File: src/rtl/sum_list_ctrl.sv
// Control FSM for a linked-list summing datapath: walks (link, data) word pairs until a zero link.
// Optional node-limit abort is compiled in when NODE_LIMIT_EN is defined.
module sum_list_ctrl #(
  parameter int unsigned DATA_WIDTH = 8,
  parameter int unsigned MAX_NODES  = 255
) (
  input  logic                  clk,
  input  logic                  rst,
  input  logic                  start,
  input  logic                  stop,
  input  logic                  next_zero,
  output logic                  ld_sum,
  output logic                  ld_next,
  output logic                  sum_sel,
  output logic                  next_sel,
  output logic                  a_sel,
  output logic                  busy,
  output logic                  done,
  output logic                  err,
  output logic [DATA_WIDTH-1:0] node_cnt
);

  typedef enum logic [2:0] {IDLE, INIT, ADD, LINK, DONE} state_t;

  state_t state, state_nxt;
  logic   limit_hit;
  logic   run_active;

  if ((MAX_NODES < 1) || (64'(MAX_NODES) >= (64'd1 << DATA_WIDTH))) begin : g_max_nodes_out_of_range
  end

`ifdef NODE_LIMIT_EN
  localparam logic [DATA_WIDTH-1:0] NODE_LIMIT = DATA_WIDTH'(MAX_NODES);
  logic limit_abort;

  assign limit_hit   = (node_cnt == NODE_LIMIT);
  assign limit_abort = (state == LINK) && !next_zero && limit_hit && !stop;

  always_ff @(posedge clk or posedge rst) begin
    if (rst) begin
      err <= 1'b0;
    end else if (state == IDLE && start) begin
      err <= 1'b0;
    end else if (limit_abort) begin
      err <= 1'b1;
    end
  end
`else
  assign limit_hit = 1'b0;
  assign err       = 1'b0;
`endif

  assign run_active = (state == INIT) || (state == ADD) || (state == LINK);

  always_comb begin
    state_nxt = state;
    case (state)
      IDLE:    if (start) state_nxt = INIT;
      INIT:    state_nxt = ADD;
      ADD:     state_nxt = LINK;
      LINK: begin
        if (next_zero)      state_nxt = DONE;
        else if (limit_hit) state_nxt = IDLE;
        else                state_nxt = ADD;
      end
      DONE:    state_nxt = IDLE;
      default: state_nxt = IDLE;
    endcase
    if (stop && run_active) state_nxt = IDLE;
  end

  // Outputs are decoded from the next state so they stay aligned with the state register.
  always_ff @(posedge clk or posedge rst) begin
    if (rst) begin
      state    <= IDLE;
      ld_sum   <= 1'b0;
      ld_next  <= 1'b0;
      sum_sel  <= 1'b0;
      next_sel <= 1'b0;
      a_sel    <= 1'b0;
      busy     <= 1'b0;
      done     <= 1'b0;
      node_cnt <= '0;
    end else begin
      state    <= state_nxt;
      ld_sum   <= (state_nxt == INIT) || (state_nxt == ADD);
      ld_next  <= (state_nxt == INIT) || (state_nxt == LINK);
      sum_sel  <= (state_nxt == INIT);
      next_sel <= (state_nxt == INIT);
      a_sel    <= (state_nxt == LINK);
      busy     <= (state_nxt == INIT) || (state_nxt == ADD) || (state_nxt == LINK);
      done     <= (state_nxt == DONE);
      if (state == IDLE && start) begin
        node_cnt <= '0;
      end else if (state_nxt == ADD && node_cnt != '1) begin
        node_cnt <= node_cnt + 1'b1;
      end
    end
  end

endmodule

File: config.mk
export PLATFORM = sky130hd
export DESIGN_NAME = sum_list_ctrl
export DESIGN_NICKNAME = d
export VERILOG_FILES = /design/src/rtl/sum_list_ctrl.sv
export SDC_FILE = /design/constraint.sdc
export NUM_CORES = 1
export LEC_CHECK = 0
export BUFFER_PORTS_ARGS = -buffer_cell sky130_fd_sc_hd__buf_4
export CORE_UTILIZATION = 45
export DETAILED_ROUTE_END_ITERATION = 12
export GPL_ROUTABILITY_DRIVEN = 1
export MAX_ROUTING_LAYER = met4
export PLACE_DENSITY_LB_ADDON = 0.12
export SETUP_SLACK_MARGIN = 0.3
export SYNTH_ARGS = -nofsm -noshare
export SYNTH_HDL_FRONTEND = slang
export SYNTH_SLANG_ARGS = --single-unit
File: constraint.sdc
create_clock -name clk -period 2.8 [get_ports clk]
set_clock_uncertainty 0.2 [all_clocks]
set_input_delay 0.56 -clock clk [delete_from_list [all_inputs] [get_ports clk]]
set_output_delay 0.56 -clock clk [all_outputs]
set_load 0.05 [all_outputs]
==> flow_metrics.tcl, run 1 <==
set metrics [dict create \
    crit_start "node_cnt[7]$_DFFE_PP0P_" \
    fp-row-count 14 \
    cp.required_ps 2040 \
    synth_seq_cells 17 \
    rsz0062_at_grt "no" \
    final_cell_area_um2 963.4 \
    drtAntennaViolNets 0 \
    start_util_pct 50.56 \
    start_kind "flop" \
    cap_violations 0 \
    synthMuxAreaShare_pct 2.512 \
    p_total_mw 0.7737 \
    drive_gt1_share_pct 33.33 \
    p_leak_nw 0.4599 \
    die_w_um 44.09 \
    clockBufferDepth 2 \
    synth_top_area_share_pct 53.38 \
    final.min_clock_period_ps 1790 \
    tritoncts "done" \
    ys_seq_area_share_pct 53.38 \
    cp_cell_sequence "buf_4" \
    cts_hold_buf 0 \
    drt-total-wl_um 1433 \
    period_share_pct 63.95 \
    place_inst 105 \
    n_antenna_cell 0 \
    async_flop_share_pct 100.0 \
    grt_max_degree 18 \
    ir_drop_uv 498.1 \
    gr-usage-all-layers_pct 18.72 \
    vias 596 \
    power_per_cell_area_nw_per_um2 803.1 \
    grt_antenna_before_repair 0 \
    cp-end-kind "output port" \
    die_h_um 44.09 \
    cts_buffers 3 \
    synthSimpleGateAreaFrac_pct 18.84 \
    hold_viol_final 0 \
    dp_slack_ps 874.8 \
    ys_types 30 \
    route.met2.wl_um 601 \
    fp.dieArea_um2 1943 \
    slowest_stage "dfrtp_1" \
    fin_cells 109 \
    port_buffers 19 \
    yosys-top-cells-area "dfrtp_1, nand3_1, nor2_1, o21ai_0, a211oi_4" \
    synth.net_count 80 \
    grt_overflow 0 \
    finalSetupViolations 0 \
    dr.first_iter.drc_count 19 \
    synthFlopType "dfrtp_1" \
    crit_path_max_incr_delay_ps 490 \
    cp.arrival_ps 1030 \
    synth_most_common_cell "dfrtp_1" \
    status "completed" \
    synthAdderAreaFrac_pct 1.570 \
    pin_count 21 \
    yosysTopAreaCell "dfrtp_1" \
    drc_errors 0 \
    core_area_um2 1577 \
    synth_edf_count 0 \
    synth_top_family_by_area "simple AND/OR/NAND/NOR gates" \
    worstHoldPathType "input port to asynchronous set/reset pin" \
    fin_hold_ws_ps 147.2 \
    synthCells 74 \
    critPathBufInv 1 \
    post_cts_resized 0 \
    cp_top_family "flip-flops" \
    tightest_slew_ps 622.0 \
    avgViaCountPerCell 5.468 \
    gp_congestion 0.8342 \
    drt-wirelength-per-cell_um 13.15 \
    cts-root-buf "clkbuf_4" \
    tns_ps 0 \
    grt_pass1_vias 538 \
    dr.pass1.iters 8 \
    synth-xor-area-share_pct 0 \
    dr.max_layer_used "met4" \
    post_cts_buffers 0 \
    grt_pass1_wl_um 2553 \
    fillers 152 \
    netlist_area_um2 797.0 \
    fin_nets 100 \
    synth_commonest_cells "dfrtp_1, nor2_1, nand3_1" \
    synth-compound-area-share_pct 17.90 \
    drt-met1-wl_um 748 \
    area_growth_pct 20.88 \
    finalCoreUtilization_pct 61.11 \
    yosys_warnings 0 \
    maxSlewHeadroom_pct 58.49 \
    insertion_delay_ps 280 \
    r2r-start "state[0]$_DFF_PP0_" \
    cts.sinks 17 \
    clk_pin_slew_ps 100 \
    slew_violations 0 \
    worst_slack_ps 1010 \
    htreeDepth 1 \
    post-dp-hpwl_um 1012 \
    critPathKind "flop to output port" \
    syn_area_per_cell_um2 10.77 \
    place_area_um2 935.9 \
    max_freq_ghz 0.5585 \
    path_max_fanout 8 \
    wl_met3_um 71 \
]
[layout make-up]
cell class	instances	area [um2]	area share, %
timing repair buffer	19	142.6	14.81
clock inverter	1	5.005	0.5195
multi-input combinational	48	329.1	34.16
clock buffer	3	22.52	2.338
sequential	17	425.4	44.16
tap	16	20.02	2.078
inverter	5	18.77	1.948
[cells by family after synthesis]
family,Yosys count
and+or+nand+nor,27
AOI/OAI and AO/OA,17
DFF,17
buffers and inverters,9
muxes,2
adders and majority gates,1
other,1
[power breakdown]
part	switching, mW	total, mW	leakage (nW)	internal, mW
Clock	0.0739	0.127	0.0177	0.0530
Combinational	0.218	0.310	0.216	0.0921
Sequential	0.0458	0.337	0.226	0.291
[registers in the layout, indices dropped and copies added (netlist names)]
name      flops
node_cnt      8
state         3
a_sel         1
busy          1
done          1
ld_next       1
ld_sum        1
next_sel      1
[final timing paths]
check	end	slack, ps	cells after the start
worst max-delay path	node_cnt[7]	1010	1
worst max register to register	node_cnt[4]$_DFFE_PP0P_	1020	3
max in group asynchronous	state[0]$_DFF_PP0_	1850	2
min in group clk	state[0]$_DFF_PP0_	320	2
worst min-delay path	node_cnt[6]$_DFFE_PP0P_	150	2
worst min register to register	node_cnt[0]$_DFFE_PP0P_	350	1
[layout by cell type (no fill, tap or decap), types with 2 or more instances in the layout]
| master | n |
|---|---|
| buf_4 | 19 |
| nand4_1 | 2 |
| o211ai_1 | 2 |
| dfrtp_1 | 17 |
| o21ai_0 | 5 |
| clkbuf_4 | 3 |
| nand2_1 | 4 |
| a31oi_1 | 2 |
| mux2i_1 | 2 |
| nor2_1 | 7 |
| and4_2 | 2 |
| nand3_1 | 6 |
| inv_1 | 5 |
[routing by layer]
metal  global-route usage [%]  vias to the layer above
li1                         -                      305
met1                    28.23                      266
met2                    24.71                       23
met3                    2.449                        2
met4                    9.091                        0
met5                        -                        -
No activity file was read; power rests on OpenSTA's default activity.
==> inputs of run 2 (changes only) <==
==> constraint.sdc (replaced) <==
create_clock -name clk -period 1.5 [get_ports clk]
set_clock_uncertainty 0.2 [all_clocks]
set_input_delay 0.3 -clock clk [delete_from_list [all_inputs] [get_ports clk]]
set_output_delay 0.3 -clock clk [all_outputs]
set_load 0.05 [all_outputs]
==> flow_metrics.tcl, run 2 <==
set metrics [dict create \
    synth_edf_count 0 \
    post-dp-hpwl_um 1427 \
    pin_count 21 \
    synth-compound-area-share_pct 17.90 \
    synth_most_common_cell "dfrtp_1" \
    synthAdderAreaFrac_pct 1.570 \
    grt_max_degree 18 \
    port_buffers 19 \
    yosys_warnings 0 \
    gp_congestion 0.8126 \
    dp_slack_ps -164.0 \
    cts-root-buf "clkbuf_4" \
    place_inst 123 \
    worstEndpointType "sequential cell input" \
    synthSimpleGateAreaFrac_pct 18.84 \
    synth_commonest_cells "dfrtp_1, nor2_1, nand3_1" \
    htreeDepth 1 \
    grt_antenna_before_repair 0 \
    async_flop_share_pct 100.0 \
    error "[ERROR DPL-0033] detailed placement checks failed during check placement." \
    lastStage "global routing" \
    synth_top_family_by_area "simple AND/OR/NAND/NOR gates" \
    synthCells 74 \
    synthMuxAreaShare_pct 2.512 \
    fp-row-count 14 \
    synth-xor-area-share_pct 0 \
    ys_types 30 \
    place_area_um2 1127 \
    die_h_um 44.09 \
    ys_seq_area_share_pct 53.38 \
    start_util_pct 50.56 \
    yosys-top-cells-area "dfrtp_1, nand3_1, nor2_1, o21ai_0, a211oi_4" \
    syn_area_per_cell_um2 10.77 \
    cts_buffers 3 \
    cts.sinks 17 \
    synth_seq_cells 17 \
    yosysTopAreaCell "dfrtp_1" \
    die_w_um 44.09 \
    clockBufferDepth 2 \
    synthFlopType "dfrtp_1" \
    netlist_area_um2 797.0 \
    grt-worst-endpoint "node_cnt[5]$_DFFE_PP0P_/D" \
    synth_top_area_share_pct 53.38 \
    status "did not finish" \
    synth.net_count 80 \
]
-- run 2: cell counts after synthesis --
No cell type changed its count.
-- run 2: per-stage QoR --
step                hold slack, ps  setup TNS (ps)
CTS                          146.6           -1199
detailed placement           129.9           -1021
global placement             127.2          -773.0
floorplan                    25.31          -800.6
-- run 2: cell families after synthesis --
kind of cell,Yosys count
AO/OA/AOI/OAI,17
adder cells (fa/ha/maj),1
buffers and inverters,9
flip-flops,17
multiplexers,2
other,1
AND/OR/NAND/NOR,27
-- run 2: timing repair --
item	4_1_cts
hold endpoints to repair	17
hold buffers	1
gates cloned	0
endpoints found under the setup margin	32
pin swaps	8
setup buffers	13
gates resized for setup	46
==> inputs of run 3 (changes only) <==
==> config.mk (replaced) <==
export PLATFORM = sky130hd
export DESIGN_NAME = sum_list_ctrl
export DESIGN_NICKNAME = d
export VERILOG_FILES = /design/src/rtl/sum_list_ctrl.sv
export SDC_FILE = /design/constraint.sdc
export NUM_CORES = 1
export LEC_CHECK = 0
export BUFFER_PORTS_ARGS = -buffer_cell sky130_fd_sc_hd__buf_4
export CORE_AREA = 2 2 63 65
export DETAILED_ROUTE_END_ITERATION = 12
export DIE_AREA = 0 0 65 67
export GPL_ROUTABILITY_DRIVEN = 1
export PLACE_DENSITY_LB_ADDON = 0.15
export SYNTH_ARGS = -nofsm -noshare
export SYNTH_HDL_FRONTEND = slang
export SYNTH_SLANG_ARGS = --single-unit
==> constraint.sdc (replaced) <==
create_clock -name clk -period 1.95 [get_ports clk]
set_clock_uncertainty 0.2 [all_clocks]
set_input_delay 0.39 -clock clk [delete_from_list [all_inputs] [get_ports clk]]
set_output_delay 0.39 -clock clk [all_outputs]
set_load 0.05 [all_outputs]
==> flow_metrics.tcl, run 3 (synthesized netlist as in run 1, its figures left out) <==
set metrics [dict create \
    status "completed" \
    post_cts_buffers 0 \
    finalSetupViolations 0 \
    final.min_clock_period_ps 1764 \
    finalCoreUtilization_pct 29.04 \
    grt_overflow 0 \
    cp_cell_sequence "a211oi_4 > and4_4 > a41oi_1 > a211oi_2" \
    grt_max_degree 18 \
    cp.arrival_ps 1730 \
    core_area_um2 3606 \
    drc_errors 0 \
    gr-usage-all-layers_pct 9.385 \
    drtAntennaViolNets 0 \
    r2r-start "state[1]$_DFF_PP0_" \
    ir_drop_uv 480.7 \
    post_cts_resized 0 \
    maxSlewHeadroom_pct 56.07 \
    cp_top_family "compound AO/OA/AOI/OAI gates" \
    cts-root-buf "clkbuf_8" \
    cts_buffers 3 \
    cts.sinks 17 \
    clk_pin_slew_ps 70 \
    vias 646 \
    area_growth_pct 31.40 \
    largest_register_ffs 8 \
    cap_violations 0 \
    grt_pass1_wl_um 3001 \
    critPathBufInv 0 \
    grt_pass1_vias 626 \
    fp-row-count 22 \
    post-dp-hpwl_um 1266 \
    hold_viol_final 0 \
    final_cell_area_um2 1047 \
    max_freq_ghz 0.5669 \
    crit_path_max_incr_delay_ps 500 \
    period_share_pct 90.46 \
    path_max_fanout 9 \
    pin_count 21 \
    die_h_um 67 \
    path_depth 4 \
    place_area_um2 998.5 \
    n_antenna_cell 0 \
    dr.pass1.iters 4 \
    top_register "node_cnt" \
    final_cell_mix "buf_4, dfrtp_1, nor2_1" \
    tritoncts "done" \
    slew_violations 0 \
    start_util_pct 22.10 \
    drt-total-wl_um 1746 \
    insertion_delay_ps 250 \
    cp.required_ps 1920 \
    reg2reg_slack_ps 190 \
    cts_hold_buf 0 \
    reg2reg_depth 4 \
    slowest_stage "dfrtp_1" \
    cp-end-kind "flop" \
    r2r-end "node_cnt[6]$_DFFE_PP0P_" \
    fp.dieArea_um2 4355 \
    tns_ps 0 \
    crit_path_end "node_cnt[6]$_DFFE_PP0P_" \
    crit_start "state[1]$_DFF_PP0_" \
    die_w_um 65 \
    fin_nets 103 \
    start_kind "flop" \
    rsz0062_at_grt "no" \
    worstHoldPathType "input port to asynchronous set/reset pin" \
    p_leak_nw 0.4785 \
    grt_antenna_before_repair 0 \
    gp_congestion 0.7236 \
    port_buffers 19 \
    drt-wirelength-per-cell_um 12.13 \
    power_per_cell_area_nw_per_um2 1162 \
    critPathKind "flop to flop" \
    tightest_slew_ps 658.3 \
    reg_top3 "node_cnt x8, state x3" \
    drive_gt1_share_pct 35.42 \
    layout_commonest_cell "buf_4" \
    avgViaCountPerCell 4.486 \
    clockBufferDepth 2 \
    fin_hold_ws_ps 29.99 \
    htreeDepth 1 \
    dr.first_iter.drc_count 35 \
]
## run 3: where the power goes
group | leakage (nW) | switching, mW | internal [mW] | total [mW]
sequential | 0.226 | 0.0543 | 0.418 | 0.473
combinational | 0.230 | 0.333 | 0.142 | 0.475
clock | 0.0217 | 0.126 | 0.144 | 0.270
## run 3: layer usage
| layer | routed length, um | GRT usage, % | vias to the layer above | part of all wire, % |
|---|---|---|---|---|
| met5 | 0 | 0 | - | 0 |
| met2 | 798 | 13.92 | 19 | 46 |
| met3 | 83 | 1.858 | 2 | 4.8 |
| li1 | - | - | 316 | - |
| met4 | 34 | 6.383 | 0 | 1.9 |
| met1 | 829 | 12.23 | 309 | 47 |
## run 3: worst min-delay path by stage
stage          start  cells after the start                  to  slack [ps]
2_1_floorplan    rst                      1     a_sel$_DFF_PP0_         120
3_3_place_gp     rst                      2  next_sel$_DFF_PP0_         330
3_5_place_dp     rst                      2  next_sel$_DFF_PP0_         340
4_1_cts          rst                      2  next_sel$_DFF_PP0_          60
5_1_grt          rst                      2    ld_sum$_DFF_PP0_          80
6_report         rst                      2  next_sel$_DFF_PP0_          30
## run 3: layout make-up
class | count | area [um2]
Fill cell | 391 | 2559
Sequential cell | 17 | 425.4
Multi-Input combinational cell | 48 | 329.1
Timing Repair Buffer | 22 | 165.2
Tap cell | 48 | 60.06
Clock buffer | 3 | 41.29
Inverter | 5 | 18.77
Clock inverter | 1 | 7.507
## run 3: stage by stage
step / worst slack [ps] / cells / total power [mW]
4_1_cts: 191.0 / 144 / 1.241
6_report: 185.9 / 144 / 1.217
3_3_place_gp: 207.4 / 140 / 0.9577
3_5_place_dp: 180.1 / 140 / 0.9604
5_1_grt: 46.00 / 144 / 1.300
2_1_floorplan: 56.75 / 74 / 0.8167
